$ cat src/rtl/exec_control_pkg.sv
// ---------------------------------------------------------------------------
// exec_control_pkg
//   Shared types and helpers for the run/step/halt execution controller.
//   - state_e   : FSM state encoding (IDLE=0, RUN=1, STEP=2, HALTED=3)
//   - STATE_W   : width of the state encoding
//   - btn_ev_t  : one-cycle press events from the three debounced buttons
//   - cnt_w()   : debounce counter width for a given DEBOUNCE_CYCLES
// ---------------------------------------------------------------------------
package exec_control_pkg;

  localparam int STATE_W = 2;

  typedef enum logic [STATE_W-1:0] {
    ST_IDLE   = 2'd0,
    ST_RUN    = 2'd1,
    ST_STEP   = 2'd2,
    ST_HALTED = 2'd3
  } state_e;

  typedef struct packed {
    logic halt;
    logic run;
    logic step;
  } btn_ev_t;

  // The counter only has to reach n-1, so clog2(n) bits suffice; keep at
  // least one bit so the smallest legal window (n=2) still has a counter.
  function automatic int cnt_w(input int n);
    return (n <= 2) ? 1 : $clog2(n);
  endfunction

  // Execution is enabled only while running or taking a single step.
  function automatic logic exec_en(input state_e s);
    return (s == ST_RUN) || (s == ST_STEP);
  endfunction

endpackage

$ cat src/rtl/exec_control_btn_debounce.sv
// ---------------------------------------------------------------------------
// btn_debounce
//   Conditions one raw push-button: 2-flop synchroniser, stability counter,
//   debounced level and rising-edge detect.
//   Parameters:
//     DEBOUNCE_CYCLES : consecutive stable cycles before the level flips (>=2)
//   Ports:
//     clk      : system clock
//     reset_n  : asynchronous active-low reset
//     btn_i    : raw asynchronous button, active-high
//     press_o  : one-cycle pulse on each debounced rising edge
// ---------------------------------------------------------------------------
module btn_debounce
  import exec_control_pkg::*;
#(
  parameter int DEBOUNCE_CYCLES = 250000
) (
  input  logic clk,
  input  logic reset_n,
  input  logic btn_i,
  output logic press_o
);

  localparam int CW = cnt_w(DEBOUNCE_CYCLES);
  localparam logic [CW-1:0] CNT_LAST = CW'(DEBOUNCE_CYCLES - 1);

  logic [1:0]    sync_q;      // sync_q[1] is the synchronised button
  logic          deb_q, deb_d;
  logic          deb_dly_q;   // previous debounced level for edge detect
  logic [CW-1:0] cnt_q, cnt_d;

  // Count while the synchronised input disagrees with the debounced level;
  // any agreement (a bounce back) clears the count, restarting the window.
  always_comb begin
    cnt_d = '0;
    deb_d = deb_q;
    if (sync_q[1] != deb_q) begin
      if (cnt_q == CNT_LAST) deb_d = sync_q[1];
      else                   cnt_d = cnt_q + CW'(1);
    end
  end

  always_ff @(posedge clk or negedge reset_n) begin
    if (!reset_n) begin
      sync_q    <= '0;
      cnt_q     <= '0;
      deb_q     <= 1'b0;
      deb_dly_q <= 1'b0;
    end else begin
      sync_q    <= {sync_q[0], btn_i};
      cnt_q     <= cnt_d;
      deb_q     <= deb_d;
      deb_dly_q <= deb_q;
    end
  end

  // Combinational from two flops: the press is seen by the FSM on the same
  // edge after the level flips, keeping press-to-enable at D+3 edges.
  assign press_o = deb_q & ~deb_dly_q;

endmodule

$ cat src/rtl/exec_control.sv
// ---------------------------------------------------------------------------
// exec_control
//   Run/step/halt controller gating the core's execution enable from the
//   board push-buttons, with a saturating enabled-cycle counter for debug.
//   Build option: define EXEC_CTRL_STEP_EN to enable the single-step button
//   and the STEP state; otherwise btn_step is ignored and STEP is unreachable.
//   Parameters:
//     DEBOUNCE_CYCLES : debounce window in cycles (>=2)
//     COUNT_W         : width of exec_cycles
//   Ports:
//     clk, reset_n     : clock, asynchronous active-low reset
//     btn_run/step/halt: raw asynchronous buttons, active-high
//     cpu_halt         : synchronous halt level from the core
//     enable_execution : core clock-enable (RUN or STEP)
//     state            : current FSM state
//     exec_cycles      : saturating count of enabled cycles
// ---------------------------------------------------------------------------
module exec_control
  import exec_control_pkg::*;
#(
  parameter int DEBOUNCE_CYCLES = 250000,
  parameter int COUNT_W         = 16
) (
  input  logic               clk,
  input  logic               reset_n,
  input  logic               btn_run,
  input  logic               btn_step,
  input  logic               btn_halt,
  input  logic               cpu_halt,
  output logic               enable_execution,
  output logic [STATE_W-1:0] state,
  output logic [COUNT_W-1:0] exec_cycles
);

  logic    run_press, halt_press, step_press;
  btn_ev_t ev;

  btn_debounce #(.DEBOUNCE_CYCLES(DEBOUNCE_CYCLES)) u_run (
    .clk     (clk),
    .reset_n (reset_n),
    .btn_i   (btn_run),
    .press_o (run_press)
  );

  btn_debounce #(.DEBOUNCE_CYCLES(DEBOUNCE_CYCLES)) u_halt (
    .clk     (clk),
    .reset_n (reset_n),
    .btn_i   (btn_halt),
    .press_o (halt_press)
  );

`ifdef EXEC_CTRL_STEP_EN
  btn_debounce #(.DEBOUNCE_CYCLES(DEBOUNCE_CYCLES)) u_step (
    .clk     (clk),
    .reset_n (reset_n),
    .btn_i   (btn_step),
    .press_o (step_press)
  );
`else
  logic unused_btn_step;
  assign unused_btn_step = btn_step;
  assign step_press      = 1'b0;
`endif

  assign ev = '{halt: halt_press, run: run_press, step: step_press};

  // ---------------- FSM ----------------
  state_e             state_q, state_d;
  logic               en_q;
  logic [COUNT_W-1:0] cyc_q;

  // Priority halt (button or core) > run > step wherever they compete.
  always_comb begin
    state_d = state_q;
    case (state_q)
      ST_IDLE: begin
        if      (ev.run)  state_d = ST_RUN;
        else if (ev.step) state_d = ST_STEP;
      end
      ST_RUN: begin
        if (ev.halt || cpu_halt) state_d = ST_HALTED;
      end
      // Single enabled cycle; presses arriving now are dropped.
      ST_STEP: state_d = cpu_halt ? ST_HALTED : ST_IDLE;
      ST_HALTED: begin
        // A core that is still asserting halt pins us here.
        if (!cpu_halt && !ev.halt) begin
          if      (ev.run)  state_d = ST_RUN;
          else if (ev.step) state_d = ST_STEP;
        end
      end
      default: state_d = ST_IDLE;
    endcase
  end

  // Enable is registered from the next state so it is a clean flop output
  // that always equals the decode of state_q.
  always_ff @(posedge clk or negedge reset_n) begin
    if (!reset_n) begin
      state_q <= ST_IDLE;
      en_q    <= 1'b0;
      cyc_q   <= '0;
    end else begin
      state_q <= state_d;
      en_q    <= exec_en(state_d);
      if (en_q && !(&cyc_q)) cyc_q <= cyc_q + COUNT_W'(1);
    end
  end

  assign enable_execution = en_q;
  assign state            = state_q;
  assign exec_cycles      = cyc_q;

endmodule
$ cat config.mk
export PLATFORM = sky130hd
export DESIGN_NAME = exec_control
export DESIGN_NICKNAME = d
export VERILOG_FILES = /design/src/rtl/exec_control_pkg.sv /design/src/rtl/exec_control_btn_debounce.sv /design/src/rtl/exec_control.sv
export SDC_FILE = /design/constraint.sdc
export NUM_CORES = 1
export LEC_CHECK = 0
export ABC_AREA = 1
export CAP_MARGIN = 0
export CORE_ASPECT_RATIO = 0.75
export CORE_UTILIZATION = 53
export CTS_CLUSTER_SIZE = 12
export DETAILED_ROUTE_END_ITERATION = 8
export PLACE_DENSITY = 0.76
export SLEW_MARGIN = 10
export SYNTH_ARGS = -nofsm -noshare
export SYNTH_HDL_FRONTEND = slang
export SYNTH_SLANG_ARGS = --single-unit
$ cat constraint.sdc
create_clock -name clk -period 1.5 [get_ports clk]
set_clock_uncertainty 0.1 [all_clocks]
set_input_delay 0.3 -clock clk [delete_from_list [all_inputs] [get_ports clk]]
set_output_delay 0.3 -clock clk [all_outputs]
set_load 0.02 [all_outputs]
Word level (Yosys, flattened, before mapping)
Index checks and enable logic that the tools add are counted.
Widths: inputs -> output; s select.
- bits in registers: 63
- word-level logic and storage cells: 47
- input port bits: 6
- output and inout port bits: 19
- add/sub/neg operators: 3
- reductions and logical operators: 11
- bitwise operators: 4
- multiplexer cells: 9
- equal/unequal tests: 9
- operator list (cell ; count):
    $mux 18 ; 4
    $add 18x1->18 const B ; 2
    $eq 18x18->1 const B ; 2
    $add 16x1->16 const B ; 1
    $reduce_and 16->1 ; 1
    $mux 2 ; 4
    $pmux 2 s4 ; 1
    $eq 2x2->1 const B ; 3
    $eq 2x1->1 const B ; 2
    $reduce_and 2->1 ; 2
    $logic_not 1->1 ; 3
    $and 1x1->1 ; 2
    $logic_and 1x1->1 ; 2
    $logic_not 2->1 ; 1
    $logic_or 1x1->1 ; 2
    $ne 1x1->1 ; 2
    $not 1->1 ; 2

Depth between registers and ports, before layout
- depth in word-level cells: 8
- gate-level depth with buffers: 10
- mapped depth without buffers: 9

By module
A second synthesis with hierarchy kept.
- cell total of the unflattened synthesis: 436
- area total of the unflattened synthesis: 3403.3 um2
- modules (own cells, without submodules) (module ; seq. area each (um2) ; area an instance (um2) ; cells an instance ; times used):
    btn_debounce ; 550.5 ; 1148.6 ; 141 ; 2
    exec_control ; 475.5 ; 1106.1 ; 154 ; 1

Worst setup path after synthesis
No wires, ideal clock.
- path kind: register -> register
- from: reg cyc_q[0], in the netlist exec_cycles[0]
- to: reg cyc_q[7], in the netlist exec_cycles[7]
- data required time: 1.282 ns
- library setup time: 0.118 ns
- slack: -0.200 ns
- cell stages (with the launch flop): 10
- data arrival time: 1.481 ns
- buffers on the path: 1
- clock period less this slack: 1.700 ns
- cell sequence: dfrtp_1 -> ha_1 -> inv_1 -> nor2_4 -> nand2_4 -> nor2_4 -> nor2_4 -> buf_6 -> nand2_1 -> o21ai_2
- word-level cells in the longest chain between the ends: 3
- elaborated cells on any way between the ends: 4
- classes of those cells: 1 x add/sub; 3 x reduce/logical
- RTL lines (element ; line ; RTL):
    from (decl) ; exec_control.sv:70 ; logic [COUNT_W-1:0] cyc_q;
    from (signal assigned) ; exec_control.sv:106 ; if (en_q && !(&cyc_q)) cyc_q <= cyc_q + COUNT_W'(1);
    branches (longest 3 deep; another with $add 16x1->16) ; - ;
Parallel ways; which one is timed is not known.
A chain may end at the register's enable or synchronous reset.

Worst setup path in the final report
- from: reg cyc_q[0], in the netlist exec_cycles[0]
- to: reg cyc_q[11], in the netlist exec_cycles[11]
The elaborated chain is that of the path after synthesis.

==> metrics.cfg <==
[run_status]
status = complete, but fails checks
violations = setup timing

[synth]
yosys_warnings = 0
syn_avg_cell_area_um2 = 7.22
yosys.area.top_type = dfrtp_1
syn_inst = 490
synth_edf_count = 0
synth_area_leaders = dfrtp_1, nand2_1, nor2_1, inv_1, nand3_1
synthMostInstantiatedCell = nand2_1
synth_nets = 499
ys.flop_type = dfrtp_1
yosysTopAreaCellShare_pct = 44.6
ys_seq_area_share_pct = 44.6
synth_cell_types = 31
syn_area_um2 = 3540
ys_ff_latch = 63
ys_async_sr_fraction_pct = 100
synth_commonest_cells = nand2_1, nor2_1, dfrtp_1

[die]
ios = 25
die_w_um = 96.4
dieHeight_um = 72.8
start_util_pct = 55.5
row_count = 25
dieArea_um2 = 7010
core_area_um2 = 6380

[place]
gp_congestion = 0.949
dp_slack_ns = -0.123
dp.cells = 625
portBuffers = 23
placed_cell_area_um2 = 4140
place_hpwl_mm = 6.01

[sta]
fmax_mhz = 653
finalHoldViolations = 0
fin_crit_ns = 1.53
drv_slew = 0
worst_pin_slew_ns = 0.414
rsz0062_at_grt = true
fin_crit_sh_pct = 102
slew_headroom_pct = 72.2
fin_ws_ns = -0.0318
finalSetupViolations = 7

[pwr]
cellLeakagePower_nw = 2.14
fin_total_pwr_w = 0.00317
power.density_nw_per_um2 = 680
max-vdd-ir-drop_v = 0.000511

[drt]
vias = 3336
wl_per_cell_um = 13.4
drt-initial-drc-count = 278
drc_errors = 0
first_pass_iters = 5
antenna_left = 0
vias_per_cell = 5.15
wirelength_mm = 8.70

[layout]
drive_above_1_share_pct = 27.3
n_antenna_cell = 0
postLayoutCoreUtil_pct = 73.0
area_delta_synth_final_pct = 31.6
finalNonFillerCells = 648
stdcell_area_um2 = 4660
nNetsFinal = 572

[critical_path]
arrival_ns = 1.71
r2r_cells = 9
cpMostUsedCell = nor2_4
cp_slowest_stage_delay_ns = 0.42
timing.rr.end = exec_cycles[11]
path_class = flop to flop
path_delay_family = flip-flops
reg2reg_slack_ns = -0.03
cp-start-kind = flop
worstPathMaxFanout = 16
rr_startpoint = exec_cycles[0]
crit_required_ns = 1.68
slowest_stage = dfrtp_2
crit_cells = 9
critPathCaptureType = flop
path_cells = ha_4 -> inv_2 -> nor2_4 -> nand2_4 -> nor2_4 -> nor2_4 -> buf_12 -> buf_4 -> o21ai_2
path_buf_inv = 3

[worst_hold_path]
min_path_type = flop to flop
holdPathStages = 0
hold-path-endpoint = u_run.sync_q[1]
hp-start = u_run.sync_q[0]

[grt]
grt_antenna_before_repair = 0
grt-ovfl-total = 0
met3_usage_pct = 7.60
grt_pass1_wl_mm = 13.6
met1_usage_pct = 35.6
grt_max_degree = 54
grtUsageTotal_pct = 25.9
use_met2_pct = 40.5
grt_pass1_vias = 3006
grt.busiest_layer = met2

[cts]
cts_sinks = 63
cts.path.max_buffers = 2
cts-root-buf = clkbuf_8
numCtsBuffers = 9
htree_levels = 3
cts_tree = done
path_clk_slew_ns = 0.07
clock_latency_ns = 0.35

[run]
maxCapViolCount = 0

final cells by class:
type	count	area, µm²
fillers	486	1720
clock buffers	11	141
well taps	81	101
repair buffers	68	617
clock inverters	4	22.5
inverters	62	238
multi-input cells	359	1950
flip-flops and latches	63	1590
report_power, final:
group / internal, W / total [W] / leakage, nW / switching (W)
combinational: 0.0000559 / 0.000137 / 1.21 / 0.0000807
clock: 0.000627 / 0.00130 / 0.0850 / 0.000670
sequential: 0.00172 / 0.00173 / 0.848 / 0.0000178
what timing repair did:
action | CTS | global route
endpoints found under the setup margin | 49 | 60
gates cloned | 0 | 0
hold buffers | 1 | 0
hold endpoints to repair | 63 | 0
pin swaps | 7 | 20
buffers inserted | 5 | 4
gates resized for setup | 61 | 75
registers in the layout, indices dropped and copies added, names as in the netlist, 2 cells and up:
register       flops
u_halt.sync_q      2
u_run.sync_q       2
exec_cycles       16
state              2
u_run.cnt_q       18
u_halt.cnt_q      18
worst reg2reg max path: stages, from the launching register on:
cell and delay, ns:
dfrtp_2 0.42, ha_4 0.17, inv_2 0.04, nor2_4 0.09, nand2_4 0.08, nor2_4 0.13, nor2_4 0.05, buf_12 0.14
buf_4 0.14, o21ai_2 0.09
cell families after synthesis:
group	synth area share [%]
AO/OA/AOI/OAI	2.90
AND/OR/NAND/NOR	38.1
XOR/XNOR	5.69
flip-flops	44.6
buffers and inverters	7.67
adder cells (fa/ha/maj)	1.06
per-layer routing:
layer / part of all wire (%) / vias to the layer above
li1: - / 1660
met1: 45 / 1590
met2: 48 / 76
met3: 5.5 / 10
met4: 0.72 / 0
met5: 0 / -
cell usage in the layout (no fill, tap or decap), types with 2 or more instances in the layout:
cell type	synthesis	layout
and2_4	0	2
buf_4	0	37
dfrtp_1	63	52
nand3b_1	3	3
dfrtp_2	0	11
nor2_1	110	89
inv_1	60	56
clkdlybuf4s15_1	0	3
nand2_2	3	13
nor2_4	3	11
inv_4	0	2
and2_1	4	2
inv_2	2	4
clkdlybuf4s50_1	0	3
buf_6	2	4
xnor2_1	7	7
nand2_4	1	5
a21oi_1	3	3
clkbuf_8	0	10
clkinv_2	0	3
clkdlybuf4s15_2	0	12
nand2_1	141	127
ha_4	0	3
nand4_1	10	10
nand3_1	32	25
xor2_1	16	15
clkbuf_2	0	3
buf_12	0	3
nand3_2	0	6
nor3_1	7	6
o21ai_1	1	2
nor2_2	1	14
o21ai_2	4	4
how the worst max path moves through the flow:
stage                          startpoint               to  slack [ns]
after detailed placement   u_run.cnt_q[0]  u_run.cnt_q[12]       -0.12
after CTS                  exec_cycles[6]  exec_cycles[11]       -0.04
after floorplan            exec_cycles[0]  exec_cycles[12]       -0.05
after global routing       exec_cycles[0]  exec_cycles[13]       -0.11
final                      exec_cycles[0]  exec_cycles[11]       -0.03
after global placement    u_halt.cnt_q[0]  u_halt.cnt_q[0]       -0.05
through the flow:
stage                     hold slack [ns]  setup TNS, ns
after floorplan                   -0.0956        -0.0790
after global placement              0.176         -0.359
after detailed placement            0.176          -1.97
after CTS                           0.252         -0.189
after global routing                0.257          -1.07
final                               0.250         -0.141
(Power assumes the default switching activity.)
